==> src/rtl/padd_sat_pipe_if.sv <==
`default_nettype none
// ============================================================================
// Module   : padd_sat_pipe_if
// Purpose  : Bundles the operand/result handshake signals of the packed
//            saturating lane adder/subtractor.
// Ports    : in_valid/in_ready/a/b/op  - operand beat (master -> slave)
//            out_valid/out_ready/sum/ovf - result beat (slave -> master)
//            ovf_sticky/clr_ovf          - accumulated overflow status
// Revision : 1.0 - initial release
// ============================================================================
interface padd_sat_pipe_if #(
    parameter int LANE_W = 4,
    parameter int LANES  = 4
);
    localparam int c_w = LANE_W * LANES;

    logic             in_valid;
    logic             in_ready;
    logic [c_w-1:0]   a;
    logic [c_w-1:0]   b;
    logic [1:0]       op;
    logic             out_valid;
    logic             out_ready;
    logic [c_w-1:0]   sum;
    logic [LANES-1:0] ovf;
    logic [LANES-1:0] ovf_sticky;
    logic             clr_ovf;

    // Producer/consumer side (testbench or surrounding datapath).
    modport master (
        output in_valid, a, b, op, out_ready, clr_ovf,
        input  in_ready, out_valid, sum, ovf, ovf_sticky
    );

    // Arithmetic unit side.
    modport slave (
        input  in_valid, a, b, op, out_ready, clr_ovf,
        output in_ready, out_valid, sum, ovf, ovf_sticky
    );
endinterface
`default_nettype wire

==> src/rtl/padd_sat_pipe.sv <==
`default_nettype none
// ============================================================================
// Module   : padd_sat_pipe
// Purpose  : Two-stage valid/ready pipelined SIMD lane adder/subtractor with
//            per-lane signed saturation or wrap-around and sticky per-lane
//            overflow status.
// Ports    : clk  - clock, rising edge
//            rst  - synchronous active-high reset
//            bus  - padd_sat_pipe_if.slave (operands, op, results, status)
// Revision : 1.0 - initial release
// ============================================================================
module padd_sat_pipe #(
    parameter int LANE_W = 4,
    parameter int LANES  = 4
) (
    input  logic                 clk,
    input  logic                 rst,
    padd_sat_pipe_if.slave       bus
);
    localparam int c_w = LANE_W * LANES;

    // Stage 1: raw lane results and what S2 needs to saturate them.
    logic             r_s1_valid;
    logic [c_w-1:0]   r_s1_raw;
    logic [LANES-1:0] r_s1_ovf;
    logic [LANES-1:0] r_s1_sgn;
    logic             r_s1_wrap;

    // Stage 2: output register.
    logic             r_out_valid;
    logic [c_w-1:0]   r_sum;
    logic [LANES-1:0] r_ovf;
    logic [LANES-1:0] r_ovf_sticky;

    logic [c_w-1:0]   w_raw;
    logic [LANES-1:0] w_ovf;
    logic [LANES-1:0] w_sgn;
    logic [c_w-1:0]   w_sat;
    logic             w_s1_en;
    logic             w_s2_en;
    logic             w_s2_load;

    // Ready chain depends only on state and out_ready, never on in_valid.
    assign w_s2_en   = ~r_out_valid | bus.out_ready;
    assign w_s1_en   = ~r_s1_valid | w_s2_en;
    assign w_s2_load = w_s2_en & r_s1_valid;

    for (genvar gi = 0; gi < LANES; gi++) begin : g_lane
        logic [LANE_W-1:0] w_a;
        logic [LANE_W-1:0] w_b;
        logic [LANE_W-1:0] w_bx;
        logic [LANE_W-1:0] w_r;
        logic [LANE_W-1:0] w_lim;

        assign w_a  = bus.a[gi*LANE_W +: LANE_W];
        assign w_b  = bus.b[gi*LANE_W +: LANE_W];
        // Subtraction as a + ~b + 1; carry-in is the op bit itself.
        assign w_bx = bus.op[0] ? ~w_b : w_b;
        assign w_r  = w_a + w_bx + {{(LANE_W-1){1'b0}}, bus.op[0]};

        // With b inverted for subtract, both add and sub overflow reduce to:
        // operands share a sign and the result sign differs from it.
        assign w_ovf[gi] = (w_a[LANE_W-1] == w_bx[LANE_W-1]) &&
                           (w_r[LANE_W-1] != w_a[LANE_W-1]);
        assign w_sgn[gi] = w_a[LANE_W-1];
        assign w_raw[gi*LANE_W +: LANE_W] = w_r;

        // Clamp toward the sign of a: 0111..1 for positive, 1000..0 for negative.
        assign w_lim = {r_s1_sgn[gi], {(LANE_W-1){~r_s1_sgn[gi]}}};
        assign w_sat[gi*LANE_W +: LANE_W] =
            (r_s1_ovf[gi] & ~r_s1_wrap) ? w_lim : r_s1_raw[gi*LANE_W +: LANE_W];
    end

    always_ff @(posedge clk) begin
        if (rst) begin
            r_s1_valid <= 1'b0;
            r_s1_raw   <= '0;
            r_s1_ovf   <= '0;
            r_s1_sgn   <= '0;
            r_s1_wrap  <= 1'b0;
        end else if (w_s1_en) begin
            r_s1_valid <= bus.in_valid;
            if (bus.in_valid) begin
                r_s1_raw  <= w_raw;
                r_s1_ovf  <= w_ovf;
                r_s1_sgn  <= w_sgn;
                r_s1_wrap <= bus.op[1];
            end
        end
    end

    always_ff @(posedge clk) begin
        if (rst) begin
            r_out_valid  <= 1'b0;
            r_sum        <= '0;
            r_ovf        <= '0;
            r_ovf_sticky <= '0;
        end else begin
            if (w_s2_en) begin
                r_out_valid <= r_s1_valid;
            end
            if (w_s2_load) begin
                r_sum <= w_sat;
                r_ovf <= r_s1_ovf;
                // A clear that coincides with a load keeps the new event.
                r_ovf_sticky <= bus.clr_ovf ? r_s1_ovf : (r_ovf_sticky | r_s1_ovf);
            end else if (bus.clr_ovf) begin
                r_ovf_sticky <= '0;
            end
        end
    end

    assign bus.in_ready   = w_s1_en;
    assign bus.out_valid  = r_out_valid;
    assign bus.sum        = r_sum;
    assign bus.ovf        = r_ovf;
    assign bus.ovf_sticky = r_ovf_sticky;
endmodule
`default_nettype wire

==> src/flat_wrapper.sv <==
// flat-port wrapper written by rule: the top's interface ports become plain ports
module padd_sat_pipe_flat 
#(
    parameter int LANE_W = 4,
    parameter int LANES  = 4
)
  (clk, rst, bus_in_valid, bus_a, bus_b, bus_op, bus_out_ready, bus_clr_ovf, bus_in_ready, bus_out_valid, bus_sum, bus_ovf, bus_ovf_sticky);
  padd_sat_pipe_if #(.LANE_W(LANE_W), .LANES(LANES)) bus_i ();
  input  logic clk;
  input  logic rst;
  input wire logic [$bits(bus_i.in_valid)-1:0] bus_in_valid;
  input wire logic [$bits(bus_i.a)-1:0] bus_a;
  input wire logic [$bits(bus_i.b)-1:0] bus_b;
  input wire logic [$bits(bus_i.op)-1:0] bus_op;
  input wire logic [$bits(bus_i.out_ready)-1:0] bus_out_ready;
  input wire logic [$bits(bus_i.clr_ovf)-1:0] bus_clr_ovf;
  output wire logic [$bits(bus_i.in_ready)-1:0] bus_in_ready;
  output wire logic [$bits(bus_i.out_valid)-1:0] bus_out_valid;
  output wire logic [$bits(bus_i.sum)-1:0] bus_sum;
  output wire logic [$bits(bus_i.ovf)-1:0] bus_ovf;
  output wire logic [$bits(bus_i.ovf_sticky)-1:0] bus_ovf_sticky;
  assign bus_i.in_valid = bus_in_valid;
  assign bus_i.a = bus_a;
  assign bus_i.b = bus_b;
  assign bus_i.op = bus_op;
  assign bus_i.out_ready = bus_out_ready;
  assign bus_i.clr_ovf = bus_clr_ovf;
  assign bus_in_ready = bus_i.in_ready;
  assign bus_out_valid = bus_i.out_valid;
  assign bus_sum = bus_i.sum;
  assign bus_ovf = bus_i.ovf;
  assign bus_ovf_sticky = bus_i.ovf_sticky;
  padd_sat_pipe #(.LANE_W(LANE_W), .LANES(LANES)) u_core (.clk(clk), .rst(rst), .bus(bus_i));
endmodule
==> config.mk <==
export PLATFORM = sky130hd
export DESIGN_NAME = padd_sat_pipe_flat
export DESIGN_NICKNAME = d
export VERILOG_FILES = /design/src/rtl/padd_sat_pipe_if.sv /design/src/rtl/padd_sat_pipe.sv /design/src/flat_wrapper.sv
export SDC_FILE = /design/constraint.sdc
export NUM_CORES = 1
export LEC_CHECK = 0
export BUFFER_PORTS_ARGS = -buffer_cell sky130_fd_sc_hd__buf_4
export CAP_MARGIN = 10
export CORE_MARGIN = 2
export CORE_UTILIZATION = 25
export CTS_CLUSTER_DIAMETER = 150
export DETAILED_ROUTE_END_ITERATION = 6
export GPL_TIMING_DRIVEN = 0
export PLACE_DENSITY = 0.52
export RECOVER_POWER = 50
export SLEW_MARGIN = 15
export SYNTH_ARGS = -nofsm -noshare
export SYNTH_HDL_FRONTEND = slang
export SYNTH_SLANG_ARGS = --single-unit
==> constraint.sdc <==
create_clock -name clk -period 2.4 [get_ports clk]
set_input_delay 0.24 -clock clk [delete_from_list [all_inputs] [get_ports clk]]
set_output_delay 0.24 -clock clk [all_outputs]
set_load 0.02 [all_outputs]
==> results of run 1 <==
-- critical path: stages (launching register included) --
cell	delay, ns
dfxtp_1	0.34
nand3b_1	0.14
and2_0	0.14
clkbuf_1	0.28
clkbuf_1	0.39
nor2_1	0.07
a211oi_1	0.23
-- power by group --
group	leakage [nW]	switching, mW	internal, mW
logic	0.765	0.256	0.195
registers	0.420	0.0409	0.912
clock network	0.0422	0.265	0.205
total	1.23	0.562	1.31
-- worst paths after layout --
| kind | cells after the start | endpoint | start |
|---|---|---|---|
| hold reg to reg | 2 | u_core.bus.ovf[3] | u_core.bus.ovf[3] |
| setup / recovery | 6 | u_core.r_s1_raw[8] | u_core.r_s1_valid |
| hold / removal | 3 | u_core.r_s1_valid | bus_in_valid |
| setup reg to reg | 6 | u_core.r_s1_raw[8] | u_core.r_s1_valid |
-- sequential cells by signal, indices dropped and copies added, names as in the netlist --
name and flops:
u_core.bus.out_valid 1, u_core.bus.ovf 4, u_core.bus.ovf_sticky 4, u_core.bus.sum 16
u_core.r_s1_ovf 4, u_core.r_s1_raw 16, u_core.r_s1_sgn 4, u_core.r_s1_valid 1
u_core.r_s1_wrap 1
-- layout make-up --
cell class              instances  area [um^2]  area share
plain buffers                  17        85.08     0.02701
clock buffers                   7        76.32     0.02423
clock inverters                 1        5.005    0.001589
inverters                       8        30.03    0.009531
multi-input cells             212         1395      0.4428
flip-flops and latches         51         1021      0.3241
well taps                     136        170.2     0.05401
repair buffers                 62        367.9      0.1168
-- cell families after synthesis --
| kind of cell | after synthesis | synth area share |
|---|---|---|
| adders and majority gates | 12 | 0.07001 |
| AOI/OAI and AO/OA | 66 | 0.1682 |
| and+or+nand+nor | 99 | 0.1736 |
| buffers and inverters | 25 | 0.05639 |
| muxes | 7 | 0.03695 |
| xor gates and xnor gates | 28 | 0.09820 |
| DFF | 51 | 0.3967 |
-- layout by cell type (no fill, tap or decap) --
| master | synthesis | routed |
|---|---|---|
| a211oi_1 | 20 | 20 |
| a21oi_1 | 26 | 26 |
| a311oi_1 | 5 | 5 |
| and2_0 | 0 | 1 |
| and2_1 | 2 | 1 |
| buf_2 | 4 | 4 |
| buf_4 | 0 | 36 |
| buf_6 | 6 | 2 |
| clkbuf_1 | 6 | 38 |
| clkbuf_2 | 1 | 1 |
| clkbuf_8 | 0 | 5 |
| clkinv_2 | 0 | 1 |
| dfxtp_1 | 51 | 51 |
| fa_1 | 4 | 4 |
| ha_1 | 8 | 8 |
| inv_1 | 8 | 8 |
| mux2i_1 | 5 | 5 |
| mux2i_4 | 2 | 2 |
| nand2_1 | 40 | 40 |
| nand2b_1 | 10 | 10 |
| nand3b_1 | 4 | 5 |
| nor2_1 | 32 | 32 |
| nor2b_1 | 1 | 1 |
| nor3_1 | 9 | 9 |
| o2111ai_1 | 4 | 4 |
| o211ai_1 | 3 | 3 |
| o21ai_0 | 2 | 2 |
| o21ai_1 | 3 | 3 |
| o21ai_2 | 3 | 3 |
| xnor2_1 | 12 | 12 |
| xor2_1 | 15 | 15 |
| xor2_2 | 1 | 1 |
-- layer usage --
layer / share of wire / vias up / track usage
met5: 0 / - / 0
met4: 0.012 / 0 / 0.03429
met3: 0.050 / 4 / 0.02041
met2: 0.44 / 55 / 0.1885
met1: 0.50 / 929 / 0.1600
li1: - / 1118 / -
==> impl_metrics.env, run 1 <==
export IMPL_status="complete, no violations"
export IMPL_max_slew_margin=0.6211
export IMPL_vias_per_cell=4.263
export IMPL_synthTopCellsByArea="dfxtp_1 (40%), a211oi_1 (5.8%), nand2_1 (5.8%)"
export IMPL_fin_area_mm2=0.003151
export IMPL_synth_cells=288
export IMPL_gr_usage_all_layers=0.1170
export IMPL_netlist_area_leader_share=0.3967
export IMPL_drv_cap=0
export IMPL_fin_util=0.3107
export IMPL_io_buffers=62
export IMPL_yosysUniqueCellTypes=29
export IMPL_required_ns=2.61
export IMPL_antenna_found_initial=0
export IMPL_cts_setup_buffers=0
export IMPL_cts_tree="yes"
export IMPL_cts_clk_slew_worst_paths_ns=0.09
export IMPL_fin_ws_ns=0.7134
export IMPL_globalplace_congestion=0.7613
export IMPL_vdd_drop_max_mv=0.2433
export IMPL_placed_cells=486
export IMPL_worstPathArrival_ns=1.89
export IMPL_cp_max_fo=10
export IMPL_cts_resized=0
export IMPL_tns_ns=0
export IMPL_crit_type="reg -> reg"
export IMPL_grt_remaining_overflow=0
export IMPL_syn_area_per_cell_um2=8.937
export IMPL_skew_ns=0.01060
export IMPL_post_dp_cell_area_mm2=0.003209
export IMPL_synth_edf_count=0
export IMPL_hold_ws_ns=0.1865
export IMPL_slew_viol_final=0
export IMPL_yosysWarnings=0
export IMPL_reg2reg_slack_ns=0.71
export IMPL_die_h_um=105.5
export IMPL_synth_flop_cell="dfxtp_1"
export IMPL_grt_pass1_wl_um=10440
export IMPL_die_width_um=105.5
export IMPL_leakage_nw=1.227
export IMPL_hold_class="in -> reg"
export IMPL_finalSetupViolCount=0
export IMPL_power_mw=1.874
export IMPL_core_mm2=0.01014
export IMPL_root_buffer="clkbuf_8"
export IMPL_p_per_area_mw_per_mm2=594.8
export IMPL_clock_path_buffers=2
export IMPL_syn_area_mm2=0.002574
export IMPL_drc=0
export IMPL_hold_violations=0
export IMPL_drive_above_1_share=0.1536
export IMPL_wire_per_inst_um=12.61
export IMPL_tightest_slew_ns=0.5683
export IMPL_ys_ff_latch=51
export IMPL_nFillCells=1116
export IMPL_area_delta_synth_final_pct=22.41
export IMPL_finalWirelength_um=6229
export IMPL_fin_crit_ns=1.687
export IMPL_clock_sinks=51
export IMPL_rsz0062_at_grt="no"
export IMPL_via_count=2106
export IMPL_yosys_top_cells_count="dfxtp_1 (51), nand2_1 (40), nor2_1 (32)"
export IMPL_cts_htree_levels=2
export IMPL_cts_hold_buf=0
export IMPL_fin_cells=494
export IMPL_grt_max_degree=15
export IMPL_ant_nets=0
export IMPL_grt_pass1_vias=2147
export IMPL_postSynth_asyncResetShare=0
export IMPL_synth_nets=339
export IMPL_period_share=0.7028
export IMPL_ioPinCount=65
export IMPL_initial_core_util=0.2539
export IMPL_cts_buffers=5
export IMPL_yosys_area_top_type="dfxtp_1"
export IMPL_diodes=0
export IMPL_rows=37
export IMPL_die_area_mm2=0.01112
export IMPL_nets=408
export IMPL_drt_first_pass_iters=4
export IMPL_clk_latency_ns=0.30
export IMPL_preCtsSetupSlack_ns=0.5736
export IMPL_max_freq_mhz=592.9
export IMPL_worst_setup_path_start_kind="register"
export IMPL_initialDrtViolationCount=70
export IMPL_dp_hpwl_um=5158
export IMPL_synth_most_common_cell="dfxtp_1"
export IMPL_end_kind="register"
export IMPL_synth_seq_area_share=0.3967
Power figures use the tool's default switching activity.
==> run 2, diff against run 1 <==
clock period = 1.6 ns   (was 2.4 ns; I/O delays follow)
==> impl_metrics.env, run 2 (synthesized netlist as in run 1, its figures left out) <==
export IMPL_clk_latency_ns=0.30
export IMPL_multi_input_area_mm2=0.001395
export IMPL_fin_crit_ns=1.418
export IMPL_mostFrequentLayoutCells="dfxtp_1 (51), nand2_1 (40), buf_4 (36)"
export IMPL_antenna_found_initial=0
export IMPL_globalplace_congestion=0.7613
export IMPL_slew_viol_final=0
export IMPL_cts_buffers=5
export IMPL_p_comb_frac=0.242
export IMPL_grt_remaining_overflow=0
export IMPL_drive_above_1_share=0.1648
export IMPL_grt_pass1_vias=2147
export IMPL_p_sw_uw=852.2
export IMPL_period_share=0.8863
export IMPL_fin_ws_ns=0.1820
export IMPL_cts_hold_buf=0
export IMPL_wire_per_inst_um=12.71
export IMPL_core_mm2=0.01014
export IMPL_cp_max_fo=10
export IMPL_leakage_nw=1.242
export IMPL_crit_top_cell="buf_6"
export IMPL_finalWirelength_um=6278
export IMPL_grt_pass1_wl_um=10440
export IMPL_seqPwrFrac=0.506
export IMPL_rsz0062_at_grt="no"
export IMPL_worst_setup_path_start_kind="input pin"
export IMPL_worstPathArrival_ns=1.62
export IMPL_die_area_mm2=0.01112
export IMPL_diodes=0
export IMPL_gr_usage_all_layers=0.1170
export IMPL_preCtsSetupSlack_ns=-0.1464
export IMPL_vias_per_cell=4.225
export IMPL_cts_htree_levels=2
export IMPL_initialDrtViolationCount=85
export IMPL_cts_tree="yes"
export IMPL_cts_clk_slew_worst_paths_ns=0.09
export IMPL_skew_ns=0.01009
export IMPL_slowest_delay_ns=0.31
export IMPL_hold_violations=0
export IMPL_regArea_mm2=0.001021
export IMPL_tightest_slew_ns=0.5722
export IMPL_dp_hpwl_um=5158
export IMPL_drt_first_pass_iters=4
export IMPL_hold_ws_ns=0.1053
export IMPL_die_width_um=105.5
export IMPL_initial_core_util=0.2539
export IMPL_grt_max_degree=15
export IMPL_via_count=2087
export IMPL_fin_util=0.3125
export IMPL_cts_setup_buffers=0
export IMPL_rows=37
export IMPL_crit_type="in -> reg"
export IMPL_hold_class="in -> reg"
export IMPL_power_mw=2.825
export IMPL_slowest_stage="ha_1"
export IMPL_ioPinCount=65
export IMPL_die_h_um=105.5
export IMPL_nFillCells=1114
export IMPL_internal_power_mw=1.973
export IMPL_p_per_area_mw_per_mm2=891.7
export IMPL_end_kind="register"
export IMPL_root_buffer="clkbuf_8"
export IMPL_nets=408
export IMPL_final_common_cell="dfxtp_1"
export IMPL_clock_sinks=51
export IMPL_switching_share=0.3017
export IMPL_status="complete, no violations"
export IMPL_io_buffers=62
export IMPL_max_slew_margin=0.6185
export IMPL_cts_resized=0
export IMPL_area_delta_synth_final_pct=23.09
export IMPL_max_freq_mhz=705.2
export IMPL_worstPathCellList="buf_6, buf_6, xor2_1, ha_1, a21oi_1, o21ai_0, xnor2_1, o21ai_2"
export IMPL_required_ns=1.80
export IMPL_finalSetupViolCount=0
export IMPL_ant_nets=0
export IMPL_drv_cap=0
export IMPL_tns_ns=0
export IMPL_vdd_drop_max_mv=0.3662
export IMPL_drc=0
export IMPL_p_clk_frac=0.252
export IMPL_clock_path_buffers=2
-- run 2: layout make-up --
cell class	instances	share of cell area
plain buffers	17	0.03239
repair buffers	62	0.1161
clock inverters	1	0.001580
inverters	8	0.009479
well taps	136	0.05371
flip-flops and latches	51	0.3223
multi-input cells	212	0.4404
clock buffers	7	0.02409
-- run 2: routing by layer --
layer / up-vias / track usage / share of wire
met3: 4 / 0.02041 / 0.047
met4: 0 / 0.03429 / 0.012
li1: 1119 / - / -
met5: - / 0 / 0
met2: 49 / 0.1885 / 0.44
met1: 915 / 0.1600 / 0.50
-- run 2: path summary, 6_finish.rpt --
kind | start | endpoint | slack, ns | depth (start not counted)
worst min-delay path | bus_in_valid | u_core.r_s1_valid | 0.11 | 3
worst min register to register | u_core.bus.ovf[3] | u_core.bus.ovf[3] | 0.46 | 2
worst max-delay path | bus_op[0] | u_core.r_s1_raw[11] | 0.18 | 8
worst max register to register | u_core.r_s1_valid | u_core.r_s1_raw[12] | 0.20 | 5
-- run 2: power groups by stage --
stage	logic, mW	clock network [mW]	registers, mW
after global placement	0.715	0	1.46
after detailed placement	0.727	0	1.46
after floorplan	0.436	0	1.49
after global routing	0.768	0.785	1.44
final	0.683	0.713	1.43
after CTS	0.729	0.732	1.43
-- run 2: critical path: cells and delay by family --
family,cells,cell delay (ns)
fa+ha+maj,1,0.31
xor+xnor,2,0.43
buf+inv,2,0.28
compound gates,3,0.42
-- run 2: stage by stage --
step / cells / cell area, um^2
floorplan: 288 / 2574
global placement: 486 / 3209
detailed placement: 486 / 3209
CTS: 494 / 3291
global route: 494 / 3168
finish: 494 / 3168
